<file path="src/rtl/proto245_frame_pkg.sv">
// Shared definitions for the proto245s command/response frame format.
// Used by the FPGA->host encoder, the command parser and host-side models.
package proto245_frame_pkg;

    // Frame delimiters: the suffix goes on the wire first and the prefix last.
    localparam logic [7:0] FRAME_PREFIX = 8'hAA;
    localparam logic [7:0] FRAME_SUFFIX = 8'h55;
    localparam int         FRAME_BYTES  = 8;

    // Well-known frame codes.
    localparam logic [15:0] CODE_TX_TEST = 16'hBEEF;
    localparam logic [15:0] CODE_RX_TEST = 16'hCAFE;
    localparam logic [15:0] CODE_LED     = 16'h1ED0;

    // One frame, packed so that wire byte i is bits [8*i +: 8]:
    // byte 0 is the suffix, bytes 1..4 the data (LSB first),
    // bytes 5..6 the code (LSB first) and byte 7 the prefix.
    typedef struct packed {
        logic [7:0]  prefix;
        logic [15:0] code;
        logic [31:0] data;
        logic [7:0]  suffix;
    } frame_t;

    // Encoder state machine.
    typedef enum logic [1:0] {
        ST_IDLE       = 2'd0,
        ST_WAIT_SPACE = 2'd1,
        ST_SEND       = 2'd2
    } tx_state_e;

    // Assemble a frame from its delimiters, code and payload.
    function automatic frame_t build_frame(input logic [7:0]  prefix,
                                           input logic [7:0]  suffix,
                                           input logic [15:0] code,
                                           input logic [31:0] data);
        frame_t f;
        f.prefix = prefix;
        f.code   = code;
        f.data   = data;
        f.suffix = suffix;
        return f;
    endfunction

endpackage

</file>
<file path="src/rtl/cmd_frame_tx.sv">
// Command/response frame encoder, FPGA->host direction.
// Takes one code+payload per valid/ready handshake and writes it as an
// 8-byte frame into the proto245s TX FIFO write port. A frame is only
// started once the FIFO has room for it, so backpressure never splits one.
//
// Handshake: a command transfers on a rising sys_clk edge where both
// cmd_valid and cmd_ready are high. cmd_valid must stay high and cmd_code /
// cmd_data stable until that edge; cmd_ready never waits on cmd_valid.
module cmd_frame_tx #(
    parameter int          DATA_W         = 8,  // only 8 is supported
    parameter int          TX_FIFO_SIZE   = 4096,
    parameter int          TX_FIFO_LOAD_W = $clog2(TX_FIFO_SIZE) + 1,
    parameter logic [7:0]  FRAME_PREFIX   = proto245_frame_pkg::FRAME_PREFIX,
    parameter logic [7:0]  FRAME_SUFFIX   = proto245_frame_pkg::FRAME_SUFFIX,
    parameter int          CNT_W          = 16
) (
    input  logic                      sys_clk,
    input  logic                      sys_rst_n,
    input  logic                      cmd_valid,
    output logic                      cmd_ready,
    input  logic [15:0]               cmd_code,
    input  logic [31:0]               cmd_data,
    output logic [DATA_W-1:0]         txfifo_data,
    output logic                      txfifo_wr,
    input  logic [TX_FIFO_LOAD_W-1:0] txfifo_load,
    input  logic                      txfifo_full,
    output logic                      busy,
    output logic [CNT_W-1:0]          frame_cnt,
    output logic                      overflow_err
);

    import proto245_frame_pkg::*;

    // Room for two frames: the second frame of margin absorbs the delay
    // before our own writes show up in txfifo_load.
    localparam logic [TX_FIFO_LOAD_W-1:0] LOAD_LIMIT =
        TX_FIFO_LOAD_W'(TX_FIFO_SIZE - 2 * FRAME_BYTES);

    tx_state_e          state;
    frame_t             hold;       // latched frame, read byte by byte
    logic [2:0]         byte_idx;   // index of the byte currently on txfifo_data
    logic [2:0]         next_idx;   // index of the byte to load at the next edge
    logic [DATA_W-1:0]  tx_byte;    // byte selected for the next write
    logic               space_ok;

    assign cmd_ready = (state == ST_IDLE);
    assign busy      = (state != ST_IDLE);
    assign space_ok  = (txfifo_load <= LOAD_LIMIT);

    // Pick the next wire byte out of the holding register.
    always_comb begin
        next_idx = (state == ST_SEND) ? byte_idx + 3'd1 : 3'd0;
        tx_byte  = '0;
        case (next_idx)
            3'd0:    tx_byte = DATA_W'(hold.suffix);
            3'd1:    tx_byte = DATA_W'(hold.data[7:0]);
            3'd2:    tx_byte = DATA_W'(hold.data[15:8]);
            3'd3:    tx_byte = DATA_W'(hold.data[23:16]);
            3'd4:    tx_byte = DATA_W'(hold.data[31:24]);
            3'd5:    tx_byte = DATA_W'(hold.code[7:0]);
            3'd6:    tx_byte = DATA_W'(hold.code[15:8]);
            3'd7:    tx_byte = DATA_W'(hold.prefix);
            default: tx_byte = '0;
        endcase
    end

    // Frame state machine: accept, wait for FIFO room, stream 8 bytes.
    always_ff @(posedge sys_clk or negedge sys_rst_n) begin
        if (!sys_rst_n) begin
            state       <= ST_IDLE;
            hold        <= '0;
            byte_idx    <= '0;
            txfifo_wr   <= 1'b0;
            txfifo_data <= '0;
            frame_cnt   <= '0;
        end else begin
            case (state)
                ST_IDLE: begin
                    if (cmd_valid && cmd_ready) begin
                        hold  <= build_frame(FRAME_PREFIX, FRAME_SUFFIX,
                                             cmd_code, cmd_data);
                        state <= ST_WAIT_SPACE;
                    end
                end
                ST_WAIT_SPACE: begin
                    // Byte 0 is registered on the same edge that enters SEND.
                    if (space_ok) begin
                        state       <= ST_SEND;
                        byte_idx    <= 3'd0;
                        txfifo_wr   <= 1'b1;
                        txfifo_data <= tx_byte;
                    end
                end
                ST_SEND: begin
                    // No stall on txfifo_full: room was checked before byte 0.
                    if (byte_idx == 3'd7) begin
                        txfifo_wr   <= 1'b0;
                        txfifo_data <= '0;
                        frame_cnt   <= frame_cnt + CNT_W'(1);
                        state       <= ST_IDLE;
                    end else begin
                        byte_idx    <= next_idx;
                        txfifo_data <= tx_byte;
                    end
                end
                default: begin
                    state     <= ST_IDLE;
                    txfifo_wr <= 1'b0;
                end
            endcase
        end
    end

    // Sticky error: a write was issued while the FIFO reported full.
    always_ff @(posedge sys_clk or negedge sys_rst_n) begin
        if (!sys_rst_n) begin
            overflow_err <= 1'b0;
        end else if (txfifo_wr && txfifo_full) begin
            overflow_err <= 1'b1;
        end
    end

endmodule

</file>
<file path="config.mk">
export PLATFORM = sky130hd
export DESIGN_NAME = cmd_frame_tx
export DESIGN_NICKNAME = d
export VERILOG_FILES = /design/src/rtl/proto245_frame_pkg.sv /design/src/rtl/cmd_frame_tx.sv
export SDC_FILE = /design/constraint.sdc
export NUM_CORES = 1
export LEC_CHECK = 0
export CORE_MARGIN = 2
export CORE_UTILIZATION = 65
export CTS_BUF_LIST = sky130_fd_sc_hd__clkbuf_4 sky130_fd_sc_hd__clkbuf_8
export DETAILED_ROUTE_END_ITERATION = 12
export DONT_BUFFER_PORTS = 1
export GPL_TIMING_DRIVEN = 0
export PLACE_DENSITY_LB_ADDON = 0.08
export RECOVER_POWER = 25
export SLEW_MARGIN = 20
export SYNTH_ARGS = -nofsm -noshare
export SYNTH_HDL_FRONTEND = slang
export SYNTH_SLANG_ARGS = --single-unit
</file>
<file path="constraint.sdc">
create_clock -name sys_clk -period 2.27 [get_ports sys_clk]
set_input_delay 0.227 -clock sys_clk [delete_from_list [all_inputs] [get_ports sys_clk]]
set_output_delay 0.227 -clock sys_clk [all_outputs]
set_load 0.01 [all_outputs]
</file>
==> summary.md <==
| Metric | Value |
|---|---|
| Achievable clock frequency | `roughly 0.47 GHz` |
| Crit path arrival time | `2.44 ns` |
| Clk Tree Root Cell | `sky130_fd_sc_hd__clkbuf_8` |
| Top library cells by usage in the layout, fill and taps aside | `sky130_fd_sc_hd__dfrtp_1 (80), sky130_fd_sc_hd__mux2_2 (40), sky130_fd_sc_hd__nand3_1 (15)` |
| Total inserted antenna cells | `0` |
| Antenna-violating nets left | `0` |
| Critical path capture point type | `flip-flop` |
| Type of element launching the critical path | `flip-flop` |
| Gate count after technology mapping | `around 290` |
| Cell-by-cell trace of the critical path | `ha_1, nand3_1, nor3_2, a22oi_1, nand3_1, a22o_1` |
| Worst reg2reg path depth | `6` |
| Pwr dens | `~1300 nW/um^2` |
| Final hold violations | `0` |
| Worst-path fanout max | `9` |
| Static leakage | `about 0.0018 uW` |
| Min-Delay Startpoint | `cmd_code[10]` |
| Data required, critical path | `between 2 and 3 ns` |
| Crit path top cell by count | `sky130_fd_sc_hd__nand3_1` |
| WHS Path Cells | `1` |
| I/O pin count | `slightly above 90` |
| Peak VDD IR | `slightly above 800 uV` |
| Clock latency on the worst-skew pair | `approximately 0.35 ns` |
| Syn_nets | `354` |
| Antenna violations before repair | `0` |
| First-iteration detailed-routing DRC count | `100` |
| Hold Worst Slack | `0.0129 ns` |
| TritonCTS buffer count | `9` |
| Count of buffering cells on the critical path with inverters included | `0` |
| Vias in the first global route | `2,386` |
| MaxCap Viol Count | `0` |
| Global-route congestion overflow total | `0` |
| Average wire length per cell after detail routing | `20.3 um` |
| Die height | `between 70 and 80 um` |
| Width of the die | `79.1 um` |
| Clock tree from TritonCTS | `done` |
| Number of failing setup endpoints in the final timing report | `0` |
| Worst slew margin relative to its limit | `29.7%` |
| Top Family by Delay on Critical Path | `simple AND/OR/NAND/NOR gates` |
| Number of enable-type register cells in the synthesized netlist | `0` |
| Count of nets after finishing | `between 300 and 400` |
| Crit path max-delay cell type | `sky130_fd_sc_hd__nor3_2` |
| DRC errors left | `0` |
| Detail-routed via count per cell | `6.15` |
| Via Count | `roughly 2,300` |
| Final estimated routing congestion in global placement | `between 0.7 and 0.8` |
| First-pass GRT wire length | `approximately 12,000 um` |
| Kind of path behind the tightest hold check | `primary input to flip-flop` |
| Number of clock sinks | `80` |
| Synth async-reset ratio | `100%` |
| CTS max path bufs | `2` |
| Largest net degree at the start of global routing | `roughly 80` |
| Area growth, synth to finish | `10.8%` |
| Total wire length | `roughly 7600 um` |
| Source of the critical timing path | `byte_idx[0]` |
| Outcome | `completed` |
| Max stage delay on crit path | `about 0.54 ns` |
| CP Class | `flip-flop to flip-flop` |
| Register area share after synthesis | `54.7%` |
| Most frequently used flop master after synthesis | `sky130_fd_sc_hd__dfrtp_1` |
| Router iterations before antenna repair | `4` |
| FF+latch count, synth | `80` |
| Standard-cell row count | `27` |
| Share of cells above drive strength 1 | `roughly a third` |
| # H-tree levels | `3` |
| Number of stages on the worst setup path | `6` |
| Unique masters post-synth | `46` |
| Number of warnings reported in the yosys synthesis log | `0` |
| Minimum clock period after layout | `between 2 and 2.5 ns` |
| Die Area | `6250 sq um` |
| Post-DP HPWL | `5280 um` |
| Syn avg cell area | `between 10 and 15 sq um` |
| Initial Utilization | `between 60 and 70%` |
| Most common library cell in the layout ignoring fill and taps | `sky130_fd_sc_hd__dfrtp_1` |
| Core area | `between 5000 and 6000 sq um` |
| Max-slew violations | `0` |
| Clk_skew | `approximately 0.010 ns` |
| Setup TNS after final layout | `0 ns` |
| Count of port buffers added during placement | `0` |
| Count of filler cells inserted in the layout | `390` |
| R2r setup slk | `0.12 ns` |
| Global Route Usage Sum | `a little over a quarter` |
| CTS clk-pin slew, worst paths | `0.09 ns` |
| Post-Synthesis Cell Area | `approximately 3700 sq um` |
| Reg-to-reg critical path startpoint | `byte_idx[0]` |
| Period utilization | `94.5%` |
| Slew of the pin with the lowest slew margin | `approximately 1.1 ns` |
[final timing paths]
path	endpoint
worst min register to register	hold[30]
max in group asynchronous	hold[19]
worst max register to register	txfifo_data[0]
min in group asynchronous	frame_cnt[5]
worst max-delay path	txfifo_data[0]
worst min-delay path	hold[50]
[logic make-up (layout without fill, tap and decap cells)]
family                     after synthesis  after routing  share of synthesized area, %
and+or+nand+nor                         82             82                          13.3
adders and majority gates                3              3                          1.03
DFF                                     80             80                          54.7
AOI/OAI and AO/OA                       43             43                          8.75
xor gates and xnor gates                15             15                          3.59
buffers and inverters                   14             33                          2.70
muxes                                   49             49                          16.0
[per-stage QoR]
step	utilization [%]	instance area (sq um)	total power [uW]	std cells	worst slack, ns
3_3_place_gp	68.6	3750	3780	358	0.00594
3_5_place_dp	68.6	3750	3850	358	-0.0307
2_1_floorplan	-	3660	3490	286	0.319
5_1_grt	74.1	4060	5420	377	-0.00550
4_1_cts	73.9	4050	5110	377	0.0171
6_report	74.1	4060	5130	377	0.124
[synth_stat cells (all sizes together) (4+ instances only)]
library cell / instances / area share (%)
nand3: 15 / 2.0
nor2: 12 / 1.3
a22oi: 12 / 2.5
a221oi: 5 / 1.4
buf: 11 / 2.4
o21ai: 4 / 0.55
a21oi: 9 / 1.2
mux2: 49 / 16
and2: 4 / 0.68
xor2: 6 / 1.4
nand2: 13 / 1.3
and3: 10 / 1.7
a22o: 8 / 1.9
xnor2: 9 / 2.2
nor2b: 4 / 0.75
dfrtp: 80 / 55
nor3: 6 / 1.4
nand2b: 4 / 0.68
[report_power, final]
group | switching, uW | leakage (uW) | internal, uW
registers | 357 | 0.000985 | 1960
clock network | 524 | 0.000116 | 694
logic | 734 | 0.000721 | 862
[what timing repair did]
item,4_1_cts,5_1_grt
hold buffers,3,0
gates resized for setup,3,5
endpoints found under the hold margin,81,0
buffers inserted,0,0
endpoints found under the setup margin,5,8
[layout make-up]
class,instances,area [sq um],area share [%]
Sequential cell,80,2000,49.4
Multi-Input combinational cell,192,1600,39.5
Clock buffer,12,159,3.92
Buffer,12,91.3,2.25
Tap cell,72,90.1,2.22
Clock inverter,4,76.3,1.88
Timing Repair Buffer,3,27.5,0.679
Inverter,2,7.51,0.185
[per-layer routing]
metal / part of all wire, % / wire length (um) / up-vias / GRT usage [%]
met1: 44 / 3350 / 1181 / 32.8
met4: 1.5 / 114 / 0 / 11.4
li1: - / - / 1061 / -
met5: 0 / 0 / - / 0
met3: 5.1 / 393 / 12 / 7.73
met2: 50 / 3790 / 66 / 43.0
[flip-flops by register name (all words and copies together), names as in the netlist]
name,count
txfifo_wr,1
overflow_err,1
state,2
byte_idx,3
txfifo_data,8
hold,49
frame_cnt,16
No activity file was read; power rests on OpenSTA's default activity.
